==> config.mk <==
export PLATFORM = sky130hd
export DESIGN_NAME = tmds_channel_decoder
export DESIGN_NICKNAME = d
export VERILOG_FILES = /design/src/rtl/tmds_channel_decoder.sv
export SDC_FILE = /design/constraint.sdc
export NUM_CORES = 1
export LEC_CHECK = 0
export CORE_MARGIN = 2
export CORE_UTILIZATION = 37
export DETAILED_ROUTE_END_ITERATION = 6
export PLACE_DENSITY = 0.6
export SLEW_MARGIN = 5
export SYNTH_ARGS = -nofsm -noshare
export SYNTH_HDL_FRONTEND = slang
export SYNTH_SLANG_ARGS = --single-unit
==> constraint.sdc <==
create_clock -name pixclk -period 3.3 [get_ports pixclk]
set_clock_uncertainty 0.2 [all_clocks]
set_input_delay 0.66 -clock pixclk [delete_from_list [all_inputs] [get_ports pixclk]]
set_output_delay 0.66 -clock pixclk [all_outputs]
set_load 0.03 [all_outputs]
==> src/rtl/tmds_channel_decoder.sv <==
// One TMDS lane receiver: bit-slip word alignment on control-token runs,
// then a two-stage pipeline from aligned word to decoded VD/CD/VDE.
module tmds_channel_decoder #(
  parameter int CTRL_RUN       = 16,
  parameter int SEARCH_TIMEOUT = 1024,
  parameter int LOCK_TIMEOUT   = 2048
) (
  input  logic       pixclk,
  input  logic       resetn,
  input  logic [9:0] raw,
  output logic [7:0] VD,
  output logic [1:0] CD,
  output logic       VDE,
  output logic       locked,
  output logic [3:0] offset
);

  localparam int RW   = $clog2(CTRL_RUN + 1);
  localparam int DMAX = (LOCK_TIMEOUT > SEARCH_TIMEOUT) ? LOCK_TIMEOUT : SEARCH_TIMEOUT;
  localparam int DW   = $clog2(DMAX);

  typedef enum logic {SEARCH, LOCKED} state_t;

  typedef struct packed {
    logic       vde;
    logic [1:0] cd;
    logic [7:0] vd;
  } dec_t;

  function automatic dec_t decode(input logic [9:0] w);
    dec_t       r;
    logic [7:0] d;
    r = '0;
    d = w[9] ? ~w[7:0] : w[7:0];
    case (w)
      10'b1101010100: r.cd = 2'b00;
      10'b0010101011: r.cd = 2'b01;
      10'b0101010100: r.cd = 2'b10;
      10'b1010101011: r.cd = 2'b11;
      default: begin
        r.vde   = 1'b1;
        r.vd[0] = d[0];
        for (int i = 1; i < 8; i++)
          r.vd[i] = w[8] ? (d[i] ^ d[i-1]) : ~(d[i] ^ d[i-1]);
      end
    endcase
    return r;
  endfunction

  state_t          state, state_nxt;
  logic [9:0]      raw_prev, w1, w1_prev;
  logic [19:0]     window;
  logic [RW-1:0]   run;
  logic [DW-1:0]   dwell, dwell_nxt;
  logic [1:0]      disc;
  logic [3:0]      offset_nxt;
  logic            slip, run_full, is_tok;
  dec_t            dec1;

  assign window   = {raw, raw_prev};
  assign dec1     = decode(w1);
  assign is_tok   = ~dec1.vde;
  assign run_full = (run == RW'(CTRL_RUN));
  assign locked   = (state == LOCKED);

  // Stage 1: aligned word plus run tracking. After a slip the pipeline
  // still holds words from the old offset, so two words are ignored.
  always_ff @(posedge pixclk or negedge resetn) begin
    if (!resetn) begin
      raw_prev <= '0;
      w1       <= '0;
      w1_prev  <= '0;
      run      <= '0;
      disc     <= '0;
    end else begin
      raw_prev <= raw;
      w1       <= window[offset +: 10];
      w1_prev  <= w1;
      if (slip) begin
        run  <= '0;
        disc <= 2'd2;
      end else if (disc != 2'd0) begin
        run  <= '0;
        disc <= disc - 2'd1;
      end else if (!is_tok)       run <= '0;
      else if (w1 != w1_prev)     run <= RW'(1);
      else if (!run_full)         run <= run + RW'(1);
    end
  end

  // A full run always wins over an expiring dwell timer.
  always_comb begin
    state_nxt = state;
    dwell_nxt = dwell + DW'(1);
    slip      = 1'b0;
    case (state)
      SEARCH: begin
        if (run_full) begin
          state_nxt = LOCKED;
          dwell_nxt = '0;
        end else if (dwell == DW'(SEARCH_TIMEOUT - 1)) begin
          slip      = 1'b1;
          dwell_nxt = '0;
        end
      end
      LOCKED: begin
        if (run_full) begin
          dwell_nxt = '0;
        end else if (dwell == DW'(LOCK_TIMEOUT - 1)) begin
          slip      = 1'b1;
          state_nxt = SEARCH;
          dwell_nxt = '0;
        end
      end
      default: state_nxt = SEARCH;
    endcase
    offset_nxt = slip ? ((offset == 4'd9) ? 4'd0 : offset + 4'd1) : offset;
  end

  always_ff @(posedge pixclk or negedge resetn) begin
    if (!resetn) begin
      state  <= SEARCH;
      dwell  <= '0;
      offset <= '0;
    end else begin
      state  <= state_nxt;
      dwell  <= dwell_nxt;
      offset <= offset_nxt;
    end
  end

  // Stage 2: decoded outputs, held at zero while searching.
  always_ff @(posedge pixclk or negedge resetn) begin
    if (!resetn) begin
      VD  <= '0;
      CD  <= '0;
      VDE <= 1'b0;
    end else if (state == LOCKED) begin
      VD  <= dec1.vd;
      CD  <= dec1.cd;
      VDE <= dec1.vde;
    end else begin
      VD  <= '0;
      CD  <= '0;
      VDE <= 1'b0;
    end
  end

endmodule

==> parameters.txt <==
Parameter                              Value

Worst setup path
  CP Data Arrival Time ... 1.81 ns
  Launching element of the worst setup path ... offset[3]$_DFFE_PN0N_
  Worst r2r src ... offset[0]$_DFFE_PN0N_
  Top fanout value on the critical path ... 18
  Worst path cell trace ... clkdlybuf4s50_1
  Req. time, crit path ... 2.44 ns
  CP endpoint kind ... primary output
  Slowest Stage Delay on Critical Path ... 0.79 ns
  Type of the worst setup path ... reg -> out
  Master of the slowest instance on the critical path ... clkdlybuf4s50_1
  Family of cells with the greatest summed delay on the critical path ... buffers and inverters
  Critical Path Start Type ... flop
  CP bufs+invs ... 1

Timing
  Setup repair after global routing missed its margin ... false
  Final number of setup-violating endpoints ... 0
  Setup slack of the critical path after layout ... 0.629 ns
  Final critical-path required period ... 2.67 ns
  Setup TNS ... 0 ns
  Headroom to the max-slew limit ... 0.506
  Pin slew with the least headroom to its limit ... 0.741 ns
  Max Fclk ... 0.374 GHz
  Worst-case hold slack ... 0.190 ns
  Final hold vios ... 0
  Post-route fraction of the period consumed by the critical path ... 0.810
  Final count of pins violating max slew ... 0

Place
  IO Port Bufs ... 27
  Dpl hpwl ... 4360 um
  Worst slack, placed ... 0.753 ns
  Final Wtd Congestion ... 0.803
  Placed instance area ... 0.00367 sq mm

Cells and area
  Final net count ... 332
  Fraction of layout cells with a size suffix above 1 ... 0.115
  Register Area ... 0.00160 sq mm
  Multi-input gate area in the final layout ... 0.00156 sq mm
  Number of diodes ... 0
  Area overhead of the layout relative to synthesis ... 15.8%
  Fin area ... 0.00385 sq mm
  Utilization after layout ... 0.442
  Filler Cells Inserted ... 829

Route
  Average wire per standard cell ... 14.0 um
  Number of DRC markers in iteration 0 ... 75
  Via density per instance ... 5.03
  Total length of routed wires ... 5900 um
  Post-route DRC ... 0
  Detailed-routing iteration count for the pre-antenna-repair pass ... 4
  Vias ... 2,111
  Antenna viol nets, final ... 0

Logic synthesis
  Net Count, Synth ... 302
  Synthesized flop and latch total ... 64
  Most used DFF post-synth ... dfrtp_1
  Count of cell types in the netlist ... 36
  Share of synthesized registers carrying an async set or reset ... 1.00
  Synth Instances ... 278
  Sequential cell area fraction in the yosys report ... 0.482
  Post-synth EDFFs ... 0
  Yosys synthesis warning count ... 0
  Syn Area/Cell ... 12.0 sq um
  Post-synthesis instance area ... 0.00333 sq mm

Floorplan
  Io pins ... 28
  Width of the chip ... 98.8 um
  Die ar. ... 0.00976 sq mm
  Effective utilization at floorplan ... 0.381
  Chip height ... 98.8 um
  Area of the placeable core ... 0.00872 sq mm
  # rows ... 34

GRT
  Global Route Usage Sum ... 0.131
  Largest net degree at the start of global routing ... 34
  Met1 routing resource usage after global routing ... 0.160
  Peak-usage layer in the global routing report ... met2
  GR met2 Demand/Resource ... 0.214
  Number of global-route vias before repair ... 2,123
  GRT Residual Overflow ... 0
  Met3 Track Usage GR ... 0.0475
  First-pass GRT wire length ... 10,100 um
  Number of antenna violations at the first check in global routing ... 0

Clock network
  Count of clock tree sinks ... 64
  Number of buffers inserted during clock tree synthesis ... 9
  Root buffer selected by CTS ... clkbuf_8
  Clk buf depth ... 2
  CTS tree ... built
  Clk Latency, worst-skew pair ... 0.34 ns
  Clock transition at the register clock pins on the worst setup and hold paths after CTS ... 0.07 ns
  Post-cts resize count ... 0
  Cts-stage hold buffer count ... 0
  Postcts setup bufs ... 0
  Htree depth ... 3

Outcome
  Status ... complete, no violations

Worst hold path
  Min-delay worst type ... in -> async

Power
  Power density relative to cell area ... 407 mW/mm^2
  IR Drop Worst-Case VDD ... 216 uV
  Static leakage power ... 1.66 nW

Flow run
  Count of maximum capacitance violations ... 0
-- registers in the layout, indices dropped and copies added (netlist names) --
name	flops
dwell	11
run	5
VD	8
w1_prev	10
CD	2
locked	1
offset	4
VDE	1
w1	10
raw_prev	10
disc	2
-- layout make-up --
| cell class | count | share of cell area |
|---|---|---|
| sequential | 64 | 0.416 |
| multi-input combinational | 185 | 0.406 |
| inverter | 18 | 0.0175 |
| timing repair buffer | 30 | 0.0779 |
| clock inverter | 6 | 0.0159 |
| clock buffer | 9 | 0.0322 |
| tap | 108 | 0.0351 |
-- worst paths after layout --
path                                         to  slack (ns)  cells past startpoint
max                                   offset[3]        0.63                      1
min in group pixclk        w1_prev[7]$_DFF_PN0_        0.27                      0
min                             VD[6]$_DFF_PN0_        0.19                      1
max in group asynchronous       w1[5]$_DFF_PN0_        2.09                      2
min reg2reg                w1_prev[7]$_DFF_PN0_        0.27                      0
max reg2reg                     w1[5]$_DFF_PN0_        0.89                      3
-- synth_stat cells, drive strengths merged, types with 2 or more instances --
cell type | n | area, sq um
dfrtp | 64 | 1600
mux2 | 5 | 56.3
o2bb2ai | 2 | 17.5
inv | 18 | 67.6
nor2b | 3 | 18.8
nor3 | 2 | 21.3
a211oi | 5 | 37.5
buf | 8 | 82.6
and3 | 7 | 43.8
nand3 | 15 | 80.1
nand2 | 11 | 43.8
nand4 | 4 | 25.0
xnor2 | 26 | 228
ha | 12 | 150
mux2i | 9 | 90.1
nor2 | 36 | 135
and2 | 3 | 18.8
clkbuf | 3 | 11.3
mux4 | 16 | 394
xor2 | 10 | 87.6
a21oi | 8 | 40.0
o21ai | 4 | 20.0
-- where the power goes --
part	switching [mW]	internal, mW
Sequential	0.0216	0.803
Clock	0.296	0.341
Combinational	0.0484	0.0564
Total	0.366	1.20
-- cell usage in the layout (no fill, tap or decap), types with 2 or more instances in the layout --
master           count
mux4_1               9
xnor2_1             26
mux2_2               5
and2_1               3
nand4_1              4
mux2i_1              9
inv_1               17
clkbuf_8             9
o21ai_0              4
clkinv_2             3
ha_1                12
nor2b_1              3
and3_1               7
nor2_1              36
buf_4                2
clkdlybuf4s50_1     26
a211oi_1             5
nand2_1             10
a21oi_1              8
o2bb2ai_1            2
dfrtp_1             64
nand3_1             14
mux4_2               7
xor2_1              10
-- metal layers --
layer / share of wire / wire length, um / vias to the layer above
li1: - / - / 1026
met1: 0.46 / 2690 / 1023
met2: 0.48 / 2820 / 54
met3: 0.052 / 307 / 8
met4: 0.014 / 84 / 0
met5: 0 / 0 / -
-- metrics by stage --
stage / power [mW] / cells
3_5_place_dp: 0.947 / 405
3_3_place_gp: 0.944 / 405
6_report: 1.57 / 420
4_1_cts: 1.60 / 420
2_1_floorplan: 0.895 / 278
5_1_grt: 1.64 / 420
-- kinds of logic after synthesis --
kind of cell    Yosys count  synth area share
simple gates             83             0.122
flops                    64             0.482
xor+xnor                 36            0.0948
mux                      30             0.163
buf+inv                  29            0.0485
compound gates           24            0.0452
fa+ha+maj                12            0.0451
Power figures use the tool's default switching activity.
